File: src/rtl/keypad_scan.sv
// 4x4 matrix-keypad scanner: walks a low column strobe, synchronizes the rows,
// rejects multi-key scans and debounces full-scan results onto keystat/keypress.
module keypad_scan #(
  parameter int unsigned SCAN_DIV = 50000,
  parameter int unsigned DEBOUNCE = 5
) (
  input  logic       CLK,
  input  logic       RST_N,
  input  logic       R3,
  input  logic       R2,
  input  logic       R1,
  input  logic       R0,
  output logic [3:0] COL,
  output logic [4:0] keystat,
  output logic       keypress
);

  localparam int unsigned      DIV_W    = $clog2(SCAN_DIV);
  localparam int unsigned      DB_W     = $clog2(DEBOUNCE + 1);
  localparam logic [DIV_W-1:0] DIV_LAST = DIV_W'(SCAN_DIV - 1);
  localparam logic [DB_W-1:0]  DB_MAX   = DB_W'(DEBOUNCE);
  localparam logic [4:0]       KEY_IDLE = 5'h10;

  typedef enum logic [1:0] {HIT_NONE, HIT_ONE, HIT_MULTI} hit_e;

  logic [3:0]       sync1_q, sync1_d;
  logic [3:0]       rowsync_q, rowsync_d;
  logic [DIV_W-1:0] div_q, div_d;
  logic [1:0]       col_q, col_d;
  hit_e             hit_q, hit_d;
  logic [4:0]       code_q, code_d;
  logic [4:0]       cand_q, cand_d;
  logic [DB_W-1:0]  stable_q, stable_d;
  logic [4:0]       keystat_q, keystat_d;
  logic             keypress_q, keypress_d;

  hit_e       scan_hit;
  logic [4:0] scan_code;
  logic [4:0] scan_result;
  logic       scan_end;

  function automatic logic [4:0] key_code(input logic [1:0] row, input logic [1:0] col);
    logic [4:0] code;
    code = KEY_IDLE;
    case ({row, col})
      4'h0: code = 5'h01;
      4'h1: code = 5'h02;
      4'h2: code = 5'h03;
      4'h3: code = 5'h0A;
      4'h4: code = 5'h04;
      4'h5: code = 5'h05;
      4'h6: code = 5'h06;
      4'h7: code = 5'h0B;
      4'h8: code = 5'h07;
      4'h9: code = 5'h08;
      4'hA: code = 5'h09;
      4'hB: code = 5'h0C;
      4'hC: code = 5'h0E;
      4'hD: code = 5'h00;
      4'hE: code = 5'h0F;
      4'hF: code = 5'h0D;
      default: code = KEY_IDLE;
    endcase
    return code;
  endfunction

  always_comb begin
    sync1_d     = {R3, R2, R1, R0};
    rowsync_d   = sync1_q;
    div_d       = div_q;
    col_d       = col_q;
    hit_d       = hit_q;
    code_d      = code_q;
    cand_d      = cand_q;
    stable_d    = stable_q;
    keystat_d   = keystat_q;
    scan_hit    = hit_q;
    scan_code   = code_q;
    scan_result = KEY_IDLE;
    scan_end    = 1'b0;

    if (div_q == DIV_LAST) begin
      div_d = '0;
      col_d = col_q + 2'd1;
      for (int unsigned r = 0; r < 4; r++) begin
        if (!rowsync_q[r]) begin
          scan_code = key_code(2'(r), col_q);
          scan_hit  = (scan_hit == HIT_NONE) ? HIT_ONE : HIT_MULTI;
        end
      end
      // Column 3 closes the scan: its hits are judged now and the tally restarts.
      if (col_q == 2'd3) begin
        scan_end = 1'b1;
        hit_d    = HIT_NONE;
        code_d   = KEY_IDLE;
      end else begin
        hit_d  = scan_hit;
        code_d = scan_code;
      end
    end else begin
      div_d = div_q + DIV_W'(1);
    end

    if (scan_end && scan_hit != HIT_MULTI) begin
      scan_result = (scan_hit == HIT_ONE) ? scan_code : KEY_IDLE;
      if (scan_result == cand_q) begin
        if (stable_q != DB_MAX) stable_d = stable_q + DB_W'(1);
      end else begin
        cand_d   = scan_result;
        stable_d = DB_W'(1);
      end
    end

    if (stable_q == DB_MAX && cand_q != keystat_q) keystat_d = cand_q;
    keypress_d = (keystat_d != KEY_IDLE);
  end

  always_ff @(posedge CLK or negedge RST_N) begin
    if (!RST_N) begin
      sync1_q    <= '1;
      rowsync_q  <= '1;
      div_q      <= '0;
      col_q      <= '0;
      hit_q      <= HIT_NONE;
      code_q     <= KEY_IDLE;
      cand_q     <= KEY_IDLE;
      stable_q   <= '0;
      keystat_q  <= KEY_IDLE;
      keypress_q <= 1'b0;
    end else begin
      sync1_q    <= sync1_d;
      rowsync_q  <= rowsync_d;
      div_q      <= div_d;
      col_q      <= col_d;
      hit_q      <= hit_d;
      code_q     <= code_d;
      cand_q     <= cand_d;
      stable_q   <= stable_d;
      keystat_q  <= keystat_d;
      keypress_q <= keypress_d;
    end
  end

  assign COL      = ~(4'b0001 << col_q);
  assign keystat  = keystat_q;
  assign keypress = keypress_q;

endmodule

File: config.mk
export PLATFORM = sky130hd
export DESIGN_NAME = keypad_scan
export DESIGN_NICKNAME = d
export VERILOG_FILES = /design/src/rtl/keypad_scan.sv
export SDC_FILE = /design/constraint.sdc
export NUM_CORES = 1
export LEC_CHECK = 0
export CAP_MARGIN = 10
export CORE_UTILIZATION = 53
export DETAILED_ROUTE_END_ITERATION = 12
export HOLD_SLACK_MARGIN = 0.1
export PLACE_DENSITY = 0.83
export REMOVE_ABC_BUFFERS = 1
export SLEW_MARGIN = 10
export SYNTH_ARGS = -nofsm -noshare
export SYNTH_HDL_FRONTEND = slang
export SYNTH_SLANG_ARGS = --single-unit
File: constraint.sdc
create_clock -name CLK -period 7.6 [get_ports CLK]
set_input_delay 1.52 -clock CLK [delete_from_list [all_inputs] [get_ports CLK]]
set_output_delay 1.52 -clock CLK [all_outputs]
set_load 0.05 [all_outputs]
==> run summary <==
The proportion of power drawn by combinational gates is 0.030. CTS placed an instance of clkbuf_8 at the clock tree root. The average vias per placed instance is 5.93.

The share of the cycle needed by the critical path after routing came out at 0.460. For this design, the sink count on the clock tree is 47. Summing all placed instances gives a cell area of 2640 sq um.

The clock slew seen by the registers of the worst setup and hold paths is 0.08 ns. Synthesis produced a netlist whose cell count is 239. For the worst-skew pair, the clock arrives at the later sink with an insertion delay of 0.30 ns. The max-slew violation count came to 0.

The startpoint identified for the worst hold timing path is rowsync_d[2]$_DFF_PN1_. The clock share of power came out at 0.439. The detailed router placed 1,809 vias in this run. The cell area after layout came out at 2780 sq um. The flow ran to the end, and the final reports show no timing, DRC or antenna violations. The beginning of the worst register-to-register path is div_q[0]$_DFF_PN0_. In the layout the commonest cells are dfrtp_1, nor2_1, nand2_1. The iteration count of the initial detailed-routing pass came out at 4.

The number of max-cap violations came out at 0. The Yosys step of the flow raised 0 warnings. The slew at the pin closest to its max-slew limit is 0.994 ns. The floorplan has 24 rows. In the synthesized netlist the dominant register cell turns out to be dfrtp_1.

The region available for standard cell placement spans approximately 4400 sq um. The synthesis-to-layout area growth is 10.7%. The footprint of the flip-flops and latches came out at 1190 sq um. After synthesis, the largest family of logic cells by area is simple AND/OR/NAND/NOR gates. The maximum fanout along the worst path came out at 6.

The number of DRC markers in iteration 0 came out at 90. Counting the buffers created by CTS gives 5. The setup violation total in the final timing report came out at 0. The shortest period the worst path allows is 3.50 ns. The setup fix buffers added after clock tree synthesis is 0.

The power density of the placed cells is approximately 170 nW/um^2. During I/O placement, the number of pins put on the boundary was 16. The highest attainable clock frequency is between 0.2 and 0.3 GHz. STA classifies the critical path startpoint as a register. Of the total power, registers draw 0.531. The number of antenna violations at the first check in global routing came to 0.

The total track usage came out at 0.202. The area occupied by multi-input gates is between 1000 and 1500 sq um. Counting along the longest clock path gives a buffer depth of 2. The sequential fraction of the synthesis area came out at 0.475.

The most critical setup path has its startpoint at col_q[0]$_DFFE_PN0N_. The post-route setup TNS came out at 0 ns. The leakage power total came out at roughly 1.2 nW. Setup repair after global routing left no endpoint under its margin. The top-area cell type share of the netlist area came out at 0.359.

The initial core utilization is 0.564. The largest net degree at the start of global routing is 48. The internal power contribution came out at 0.391 mW.

The number of flops mapped to enable cells by yosys is 0. In this run the horizontal extent of the chip is roughly 70 um. The critical path is of the register to primary output type.

The adder and majority gate portion of the synthesized area came out at 0.0449. The routability-driven placement congestion ratio is ~0.8. The count of H-tree levels built during CTS came out at 2.

The die is 70.8 um tall. The fill cell instance count of the final layout is 360. The sum of net half-perimeters after detailed placement came out at approximately 3200 um. The count of state elements after synthesis came out at 47.

The total length of routed wires is 4470 um. The die outline area came out at 5010 sq um. The final hold violation count is 0.

The fraction of the mapped netlist area in compound gates is 0.141. The largest voltage drop on the vdd net came out at 0.000142 V. The first global-routing pass estimated 7870 um of wire. The minimum hold slack came out at 0.357 ns. Ranked by total cell area, the synthesized netlist is headed by dfrtp_1, dfstp_2, ha_1.

The number of I/O port buffers came out at 15. The number of hold buffers added after CTS was 0. Dividing the detail-routed wire length by the instance count gives 14.6 um.

The count of antenna diodes in the layout is 0. The via count of the first global-routing pass was approximately 1,800. The portion of netlist area occupied by mux cells is 0.0394.

The element type at the critical path end is a primary output. The simple-gate share of the synthesized area came out at 0.190. The switching part of the total power is 0.194. The xor and xnor area share after synthesis is 0.0629. The worst slew margin relative to its limit is 0.337. The most common cell after layout, fill and taps aside is dfrtp_1. The total of cells resized after clock tree synthesis is 0.

STA puts the critical path data required time at 6.08 ns. The detail route stage leaves a number of antenna-violating nets equal to 0. The analysis attributes to net switching a power of 0.0942 mW. The total power came out at 0.485 mW.

The total overflow left after global routing is 0. The final setup skew came out at 0.00550 ns. The total number of nets in the final design came out at 267.

The ratio of cells with drive above 1 in the final layout came out at 0.142. In this run the cell area of the synthesized design comes to about 2500 sq um. Summed over all instances, the cell type with the most area after synthesis is dfrtp_1. The number of remaining DRC errors came out at 0. Yosys mapped the design onto 63 distinct sky130hd cell types. In the synthesized netlist the async set-or-reset flop fraction comes to 1.00. The path class of the tightest hold or removal check is register to register.

The endpoint arrival time on the critical path is 1.98 ns. TritonCTS built the clock tree. The synthesized area divided by synthesized cell count is around 10 sq um.
-- state kept, by name (all words and copies together), names as in the netlist, 2 cells and up --
register,cells
stable_q,3
cand_q,5
rowsync_q,4
hit_q,2
code_q,5
rowsync_d,4
col_q,2
div_q,16
keystat,5
-- cells in the mapped netlist, types with 2 or more instances --
cell / count
xor2_1: 10
nor2b_1: 3
buf_6: 2
mux2i_1: 2
mux2_2: 5
nor2_1: 20
clkbuf_8: 2
ha_1: 9
mux2_1: 2
nand3_1: 10
dfrtp_1: 36
nand2_1: 20
dfstp_2: 11
or3_1: 2
nor3_1: 7
a22o_1: 2
clkbuf_1: 3
o21ai_0: 11
nor4_1: 2
and3_1: 5
xnor2_1: 8
a21boi_0: 2
a211oi_1: 4
a21oi_1: 6
and2_1: 2
and4bb_2: 2
nand4_1: 2
inv_1: 12
a311o_1: 3
-- through the flow --
step,util,setup WS [ns],cells
after global placement,0.595,4.44,297
after floorplan,-,4.69,230
after CTS,0.624,4.10,305
final,0.624,4.10,305
after global routing,0.624,4.02,305
after detailed placement,0.595,4.37,297
-- layout make-up --
type	instances	share of cell area
multi-input combinational	171	0.431
sequential	47	0.429
timing repair buffer	15	0.0523
clock buffer	6	0.0261
tap	52	0.0234
clock inverter	2	0.0216
inverter	12	0.0162
-- kinds of logic (layout without fill, tap and decap cells) --
family                     Yosys count  after routing
AOI/OAI and AO/OA                   47             47
xor gates and xnor gates            18             18
DFF                                 47             47
buffers and inverters               21             35
adders and majority gates            9              9
muxes                                9              9
and+or+nand+nor                     88             88
-- layer usage --
metal | GRT usage | wire length (um)
met1 | 0.253 | 2040
met2 | 0.337 | 2180
met3 | 0.0442 | 171
met4 | 0.0911 | 74
met5 | 0 | 0
-- power groups by stage --
stage                     Combinational [mW]  Clock [mW]  Sequential [mW]
after floorplan                      0.00666           0            0.261
after global placement                0.0147           0            0.262
after detailed placement              0.0151           0            0.262
after CTS                             0.0151       0.217            0.258
after global routing                  0.0168       0.227            0.258
final                                 0.0146       0.213            0.258
-- worst paths after layout --
kind	end	slack [ns]	cells after the start
min in group asynchronous	div_q[4]$_DFF_PN0_	1.36	1
worst max-delay path	COL[2]	4.10	4
worst min register to register	rowsync_q[2]$_DFF_PN1_	0.36	0
max in group asynchronous	keystat[1]$_DFF_PN0_	5.60	1
worst min-delay path	rowsync_q[2]$_DFF_PN1_	0.36	0
worst max register to register	cand_q[1]$_DFFE_PN0P_	4.37	8
-- worst max-delay path, stage by stage, from the launching register on --
cell             delay, ns
dfrtp_1               0.40
inv_1                 0.12
ha_1                  0.29
inv_1                 0.08
clkdlybuf4s50_1       0.79
Note: power is estimated with default switching activity, not from simulation.
